**src/rtl/morse_pkg.sv**
```systemverilog
// Shared definitions for the Morse key decoder.
//   state_t  : decoder FSM states
//   SYM_DOT  : symbol value stored for a dot
//   SYM_DASH : symbol value stored for a dash
package morse_pkg;

  typedef enum logic [1:0] {
    IDLE  = 2'd0,  // nothing pending
    PRESS = 2'd1,  // key held, timing the press
    GAP   = 2'd2,  // key released, letter still open
    WGAP  = 2'd3   // letter closed, waiting to see if a word gap follows
  } state_t;

  localparam logic SYM_DOT  = 1'b0;
  localparam logic SYM_DASH = 1'b1;

endpackage

```
**src/rtl/key_sync.sv**
```systemverilog
// Two-flop synchroniser for the raw Morse key.
// Both flops reset to the released level (1) so that a reset never looks
// like a press to the decoder downstream.
// Ports:
//   Clock    : system clock
//   Reset    : asynchronous active-high reset
//   async_in : raw key, asynchronous to Clock (0 = pressed)
//   sync_out : synchronised key level
module key_sync (
  input  logic Clock,
  input  logic Reset,
  input  logic async_in,
  output logic sync_out
);

  logic meta_p0;
  logic sync_p1;

  // Stage 0: first capture, may go metastable.
  // Stage 1: settled copy used by the decoder.
  always_ff @(posedge Clock or posedge Reset) begin
    if (Reset) begin
      meta_p0 <= 1'b1;
      sync_p1 <= 1'b1;
    end else begin
      meta_p0 <= async_in;
      sync_p1 <= meta_p0;
    end
  end

  assign sync_out = sync_p1;

endmodule

```
**src/rtl/morse_key_decoder.sv**
```systemverilog
// Morse key decoder.
// Samples an active-low key, times each press in `tick` units, classifies it
// as a dot or dash, packs the symbols of one letter (first symbol in the LSB,
// 1 = dash) and reports letter and word boundaries from the released time.
// Ports:
//   Clock        : system clock (only clock)
//   Reset        : asynchronous active-high reset
//   tick         : one-cycle time-base strobe
//   unparsed     : raw key, asynchronous, 0 = pressed
//   dot / dash   : one-cycle pulse when a press is classified
//   letter_valid : one-cycle pulse when a letter closes
//   letter_code  : symbols of the closed letter, unused bits 0
//   letter_len   : number of symbols stored in the closed letter
//   overflow     : the closed letter had more presses than MAX_SYMBOLS
//   word_gap     : one-cycle pulse when a word gap is detected
// letter_code / letter_len / overflow hold until the next letter_valid.
module morse_key_decoder
  import morse_pkg::*;
#(
  parameter int DASH_TICKS       = 3,
  parameter int LETTER_GAP_TICKS = 3,
  parameter int WORD_GAP_TICKS   = 7,
  parameter int MAX_SYMBOLS      = 5,
  parameter int CNT_W            = 8
) (
  input  logic                                 Clock,
  input  logic                                 Reset,
  input  logic                                 tick,
  input  logic                                 unparsed,
  output logic                                 dot,
  output logic                                 dash,
  output logic                                 letter_valid,
  output logic [MAX_SYMBOLS-1:0]               letter_code,
  output logic [$clog2(MAX_SYMBOLS+1)-1:0]     letter_len,
  output logic                                 overflow,
  output logic                                 word_gap
);

  localparam int LEN_W = $clog2(MAX_SYMBOLS + 1);

  localparam logic [CNT_W-1:0] CNT_MAX  = {CNT_W{1'b1}};
  localparam logic [CNT_W-1:0] DASH_C   = CNT_W'(DASH_TICKS);
  localparam logic [CNT_W-1:0] LGAP_C   = CNT_W'(LETTER_GAP_TICKS);
  localparam logic [CNT_W-1:0] WGAP_C   = CNT_W'(WORD_GAP_TICKS);
  localparam logic [LEN_W-1:0] MAX_LEN  = LEN_W'(MAX_SYMBOLS);

  // Key synchronisation (two stages, settles before the FSM sees it).
  logic key_sync_q;
  logic pressed;

  key_sync u_key_sync (
    .Clock    (Clock),
    .Reset    (Reset),
    .async_in (unparsed),
    .sync_out (key_sync_q)
  );

  assign pressed = ~key_sync_q;

  // Decoder state.
  state_t               state, state_nxt;
  logic [CNT_W-1:0]     cnt, cnt_nxt, cnt_inc;
  logic [MAX_SYMBOLS-1:0] buf_code;
  logic [LEN_W-1:0]     buf_len;
  logic                 buf_ovf;

  // Combinational event decode.
  logic letter_hit;
  logic word_hit;
  logic release_ok;
  logic store_sym;
  logic dot_nxt, dash_nxt, lv_nxt, wg_nxt;

  // Saturating tick count as it would be after this edge.
  always_comb begin
    cnt_inc = cnt;
    if (tick && (cnt != CNT_MAX)) begin
      cnt_inc = cnt + CNT_W'(1);
    end
  end

  // Thresholds are detected on the tick that makes the count reach them,
  // so the registered pulse lands in the following cycle.
  assign letter_hit = (state == GAP)  && tick && (cnt_inc == LGAP_C);
  assign word_hit   = (state == WGAP) && tick && (cnt_inc == WGAP_C);

  // A release with a zero count is treated as a glitch.
  assign release_ok = (state == PRESS) && !pressed && (cnt != '0);

  // FSM state register.
  always_ff @(posedge Clock or posedge Reset) begin
    if (Reset) begin
      state <= IDLE;
      cnt   <= '0;
    end else begin
      state <= state_nxt;
      cnt   <= cnt_nxt;
    end
  end

  // FSM next-state logic.
  always_comb begin
    state_nxt = state;
    unique case (state)
      IDLE: begin
        if (pressed) state_nxt = PRESS;
      end
      PRESS: begin
        if (!pressed) begin
          if (cnt == '0) begin
            state_nxt = (buf_len != '0) ? GAP : IDLE;
          end else begin
            state_nxt = GAP;
          end
        end
      end
      GAP: begin
        // A press always wins the transition; the letter still closes below
        // if the threshold lands on the same cycle.
        if (pressed)         state_nxt = PRESS;
        else if (letter_hit) state_nxt = WGAP;
      end
      WGAP: begin
        if (pressed)       state_nxt = PRESS;
        else if (word_hit) state_nxt = IDLE;
      end
      default: state_nxt = IDLE;
    endcase

    // The counter restarts on every state change, except that the word gap
    // is timed from the release, so GAP->WGAP keeps counting. A release that
    // coincides with a tick therefore drops that tick.
    cnt_nxt = cnt_inc;
    if ((state_nxt != state) && !((state == GAP) && (state_nxt == WGAP))) begin
      cnt_nxt = '0;
    end
  end

  // FSM output logic.
  always_comb begin
    store_sym = (cnt >= DASH_C) ? SYM_DASH : SYM_DOT;
    dash_nxt  = release_ok && (store_sym == SYM_DASH);
    dot_nxt   = release_ok && (store_sym == SYM_DOT);
    lv_nxt    = letter_hit;
    wg_nxt    = word_hit && !pressed;
  end

  // Letter buffer. Symbols beyond capacity still pulse dot/dash but only
  // raise the overflow flag.
  always_ff @(posedge Clock or posedge Reset) begin
    if (Reset) begin
      buf_code <= '0;
      buf_len  <= '0;
      buf_ovf  <= 1'b0;
    end else if (letter_hit) begin
      buf_code <= '0;
      buf_len  <= '0;
      buf_ovf  <= 1'b0;
    end else if (release_ok) begin
      if (buf_len == MAX_LEN) begin
        buf_ovf <= 1'b1;
      end else begin
        buf_code <= buf_code | (MAX_SYMBOLS'(store_sym) << buf_len);
        buf_len  <= buf_len + LEN_W'(1);
      end
    end
  end

  // Registered outputs.
  always_ff @(posedge Clock or posedge Reset) begin
    if (Reset) begin
      dot          <= 1'b0;
      dash         <= 1'b0;
      letter_valid <= 1'b0;
      word_gap     <= 1'b0;
      letter_code  <= '0;
      letter_len   <= '0;
      overflow     <= 1'b0;
    end else begin
      dot          <= dot_nxt;
      dash         <= dash_nxt;
      letter_valid <= lv_nxt;
      word_gap     <= wg_nxt;
      if (lv_nxt) begin
        letter_code <= buf_code;
        letter_len  <= buf_len;
        overflow    <= buf_ovf;
      end
    end
  end

endmodule
```
**config.mk**
```make
export PLATFORM = sky130hd
export DESIGN_NAME = morse_key_decoder
export DESIGN_NICKNAME = d
export VERILOG_FILES = /design/src/rtl/morse_pkg.sv /design/src/rtl/key_sync.sv /design/src/rtl/morse_key_decoder.sv
export SDC_FILE = /design/constraint.sdc
export NUM_CORES = 1
export LEC_CHECK = 0
export ABC_CLOCK_PERIOD_IN_PS = 3100
export CORE_ASPECT_RATIO = 0.5
export CORE_MARGIN = 8
export CORE_UTILIZATION = 55
export CTS_BUF_LIST = sky130_fd_sc_hd__clkbuf_8
export DETAILED_ROUTE_END_ITERATION = 12
export DONT_BUFFER_PORTS = 1
export GPL_ROUTABILITY_DRIVEN = 0
export PLACE_DENSITY = 0.7
export SETUP_SLACK_MARGIN = 0.05
export SLEW_MARGIN = 20
export SYNTH_ARGS = -nofsm -noshare
export SYNTH_HDL_FRONTEND = slang
export SYNTH_SLANG_ARGS = --single-unit
```
**constraint.sdc**
```tcl
create_clock -name Clock -period 3.1 [get_ports Clock]
set_input_delay 0.62 -clock Clock [delete_from_list [all_inputs] [get_ports Clock]]
set_output_delay 0.62 -clock Clock [all_outputs]
set_load 0.01 [all_outputs]
```
==> impl_metrics.prom <==
# TYPE chip_impl_metric gauge
chip_impl_metric{name="synth-seq-area-share",unit=""} 0.490
chip_impl_metric{name="cts_made_buffers",unit=""} 5
chip_impl_metric{name="instances_no_fill",unit=""} 199
chip_impl_metric{name="floorplan.die_area",unit="mm^2"} 0.00533
chip_impl_metric{name="antenna_found_initial",unit=""} 0
chip_impl_metric{name="routedWlPerCell",unit="um"} 17.0
chip_impl_info{name="topRoutingLayerUsed",value="met4"} 1
chip_impl_metric{name="detail_route.drc_violations",unit=""} 0
chip_impl_info{name="rsz_0062_raised_after_global_routing",value="false"} 1
chip_impl_metric{name="post_synth_instance_area",unit="mm^2"} 0.00174
chip_impl_metric{name="final-max-slew-violation-count",unit=""} 0
chip_impl_metric{name="yosys_register_bits",unit=""} 34
chip_impl_info{name="timing.critical_path.cells",value="ha_1, or2b_1, mux2_2, nor4_4, buf_4, mux2_2"} 1
chip_impl_metric{name="cts_sinks",unit=""} 34
chip_impl_metric{name="worstPathRequired",unit="ns"} 3.27
chip_impl_metric{name="final_nets",unit=""} 167
chip_impl_metric{name="grt.total_usage",unit=""} 0.144
chip_impl_metric{name="drive_above_1_share",unit=""} 0.214
chip_impl_metric{name="antenna_left",unit=""} 0
chip_impl_metric{name="rr_worst_depth",unit=""} 6
chip_impl_metric{name="synth_area_per_cell",unit="um^2"} 11.2
chip_impl_info{name="netlist_top_cells_count",value="dfrtp_1, nor2_1, mux2_2"} 1
chip_impl_metric{name="final_core_utilization",unit=""} 0.618
chip_impl_metric{name="post_cts_buffers",unit=""} 0
chip_impl_metric{name="fp.dieW",unit="um"} 95.6
chip_impl_metric{name="postCtsResizedCells",unit=""} 0
chip_impl_info{name="start_kind",value="flip-flop"} 1
chip_impl_metric{name="worst-r2r-setup-slack",unit="ns"} 0.76
chip_impl_info{name="cpMaxStageDelayCell",value="dfrtp_1"} 1
chip_impl_metric{name="max_cap_viol_count",unit=""} 0
chip_impl_metric{name="grt_max_degree",unit=""} 35
chip_impl_metric{name="postSynthNetCount",unit=""} 165
chip_impl_metric{name="dr_wl_met3",unit="um"} 162
chip_impl_info{name="timing.critical_path.max_delay_family",value="multiplexers"} 1
chip_impl_metric{name="count_of_final_setup_violators",unit=""} 0
chip_impl_metric{name="clock-skew-final",unit="ns"} 0.00584
chip_impl_info{name="critical_path_class",value="reg -> reg"} 1
chip_impl_info{name="crit-reg2reg-launch",value="cnt[0]$_DFF_PP0_"} 1
chip_impl_info{name="yosysMostFrequentCell",value="dfrtp_1"} 1
chip_impl_metric{name="worst-path-buf-inv",unit=""} 1
chip_impl_metric{name="place_inst",unit=""} 191
chip_impl_info{name="status",value="finished clean"} 1
chip_impl_metric{name="antenna_diodes",unit=""} 0
chip_impl_metric{name="start_util",unit=""} 0.578
chip_impl_metric{name="io_pins",unit=""} 17
chip_impl_metric{name="yosys.cell_types.count",unit=""} 48
chip_impl_metric{name="power_density_over_the_cells",unit="mW/mm^2"} 845
chip_impl_info{name="clk_root_buffer_cell",value="clkbuf_8"} 1
chip_impl_info{name="post_synth_main_area_contributors",value="dfrtp_1, mux2_2, ha_1"} 1
chip_impl_metric{name="fillers",unit=""} 248
chip_impl_metric{name="critPathArrivalTime",unit="ns"} 2.51
chip_impl_info{name="critical-path-top-cell-by-count",value="mux2_2"} 1
chip_impl_metric{name="timing_worst_slew_pin_value",unit="ns"} 0.704
chip_impl_info{name="cts_tree",value="yes"} 1
chip_impl_metric{name="drt_first_pass_iters",unit=""} 4
chip_impl_metric{name="timing.slew.headroom",unit=""} 0.527
chip_impl_metric{name="grt_pass1_vias",unit=""} 1234
chip_impl_metric{name="synth.top_cell.area_share",unit=""} 0.460
chip_impl_metric{name="finalWorstPathRequiredPeriod",unit="ns"} 2.34
chip_impl_metric{name="dp_hpwl",unit="mm"} 2.40
chip_impl_metric{name="drt_iter0_drcs",unit=""} 76
chip_impl_metric{name="post_synth_inst_count",unit=""} 156
chip_impl_metric{name="timing.fmax",unit="MHz"} 428
chip_impl_metric{name="routed_wirelength",unit="mm"} 3.38
chip_impl_metric{name="met2WireLength",unit="mm"} 1.58
chip_impl_metric{name="chipHeight",unit="um"} 55.8
chip_impl_metric{name="ir_worst_vdd",unit="uV"} 491
chip_impl_metric{name="via_per_inst",unit=""} 5.91
chip_impl_info{name="crit_path_end_kind",value="flip-flop"} 1
chip_impl_metric{name="max_stage_delay",unit="ns"} 0.43
chip_impl_metric{name="m1WireLength",unit="mm"} 1.58
chip_impl_info{name="yosys.area.top_type",value="dfrtp_1"} 1
chip_impl_metric{name="final.period_utilization",unit=""} 0.754
chip_impl_metric{name="port-buffer-count",unit=""} 0
chip_impl_info{name="min_path_type",value="in -> async"} 1
chip_impl_metric{name="path_clk_slew",unit="ns"} 0.07
chip_impl_metric{name="cp_max_fo",unit=""} 18
chip_impl_metric{name="asyncSetResetFlopFracSynth",unit=""} 1.00
chip_impl_metric{name="vias_post_dr",unit=""} 1176
chip_impl_metric{name="clk_path_buf_depth",unit=""} 2
chip_impl_metric{name="postCtsHoldBufs",unit=""} 0
chip_impl_metric{name="synth_warnings",unit=""} 0
chip_impl_metric{name="ctsHtreeMaxLevel",unit=""} 2
chip_impl_info{name="reg2reg_to",value="letter_code[2]$_DFFE_PP0N_"} 1
chip_impl_metric{name="timing.setup.tns",unit="ns"} 0
chip_impl_metric{name="grt.overflow.total",unit=""} 0
chip_impl_info{name="synth_top_flop_cell",value="dfrtp_1"} 1
chip_impl_metric{name="worstSkewPairLatency",unit="ns"} 0.29
chip_impl_metric{name="timing_hold_violations_final",unit=""} 0
chip_impl_metric{name="core_area",unit="mm^2"} 0.00301
chip_impl_metric{name="leakagePower",unit="uW"} 0.000797
chip_impl_metric{name="syn2layout_area_growth",unit="%"} 6.82
chip_impl_metric{name="wire_length_of_the_first_global_routing_pass",unit="mm"} 6.01
chip_impl_metric{name="num_rows",unit=""} 14
chip_impl_metric{name="synth_enable_flop_cells",unit=""} 0
==> metrics by stage <==
| step | worst slack (ns) | total power, uW | hold slack (ns) | area (um^2) |
|---|---|---|---|---|
| 3_3_place_gp | 0.825 | 1140 | 0.345 | 1740 |
| 2_1_floorplan | 0.667 | 1050 | 0.345 | 1740 |
| 6_report | 0.763 | 1570 | 0.310 | 1860 |
| 5_1_grt | 0.592 | 1680 | 0.311 | 1860 |
| 3_5_place_dp | 0.779 | 1160 | 0.351 | 1740 |
| 4_1_cts | 0.763 | 1590 | 0.319 | 1860 |
==> where the power goes <==
part	switching (uW)	total [uW]	internal, uW
sequential	163	748	585
clock	161	420	259
combinational	216	405	188
==> worst max-delay path by stage <==
stage	startpoint	to	slack (ns)	depth (start not counted)
final	cnt[0]$_DFF_PP0_	letter_code[2]$_DFFE_PP0N_	0.76	6
after global routing	cnt[0]$_DFF_PP0_	state[1]$_DFF_PP0_	0.59	6
after CTS	cnt[0]$_DFF_PP0_	letter_code[2]$_DFFE_PP0N_	0.76	6
after detailed placement	cnt[0]$_DFF_PP0_	letter_code[2]$_DFFE_PP0N_	0.78	6
after global placement	cnt[0]$_DFF_PP0_	letter_code[4]$_DFFE_PP0N_	0.82	6
after floorplan	tick	letter_len[1]$_DFFE_PP0N_	0.67	7
==> area by class of cell <==
cell class | count | area [um^2] | area share
repair buffers | 2 | 15.0 | 0.00807
flip-flops and latches | 34 | 853 | 0.459
inverters | 7 | 26.3 | 0.0141
clock buffers | 6 | 82.6 | 0.0444
clock inverters | 2 | 33.8 | 0.0182
multi-input cells | 108 | 800 | 0.430
well taps | 40 | 50.0 | 0.0269
==> cells by family after synthesis <==
kind of cell,share of synthesized area
adders and majority gates,0.0359
AOI/OAI and AO/OA,0.130
and+or+nand+nor,0.190
xor gates and xnor gates,0.0302
muxes,0.0726
buffers and inverters,0.0510
DFF,0.490
==> sequential cells by signal, summed over array words and instances (netlist names), 2 cells and up <==
signal / cells
letter_code: 5
state: 2
buf_len: 3
letter_len: 3
buf_code: 5
cnt: 8
==> layer usage <==
| metal | GRT usage | vias up |
|---|---|---|
| li1 | - | 564 |
| met1 | 0.183 | 583 |
| met2 | 0.212 | 22 |
| met3 | 0.0511 | 7 |
| met4 | 0.0672 | 0 |
| met5 | 0 | - |
==> cell usage in the layout (no fill, tap or decap), types with 2 or more instances in the layout <==
master | synthesis | layout
a31oi_1 | 8 | 8
a21oi_1 | 4 | 4
mux2_2 | 9 | 9
clkbuf_8 | 1 | 6
nand3_1 | 7 | 7
buf_4 | 2 | 2
o21ai_0 | 4 | 4
dfstp_2 | 2 | 2
nor3_1 | 6 | 6
and2_1 | 2 | 2
nand4_1 | 2 | 2
xor2_1 | 2 | 2
nand2_1 | 6 | 6
inv_1 | 7 | 8
nor4_1 | 3 | 3
dfrtp_1 | 32 | 32
nand2b_1 | 2 | 2
nor2_1 | 15 | 15
xnor2_1 | 4 | 4
o311ai_0 | 2 | 2
nor2b_1 | 3 | 3
and3_2 | 2 | 2
ha_1 | 5 | 5
Note: power is estimated with default switching activity, not from simulation.
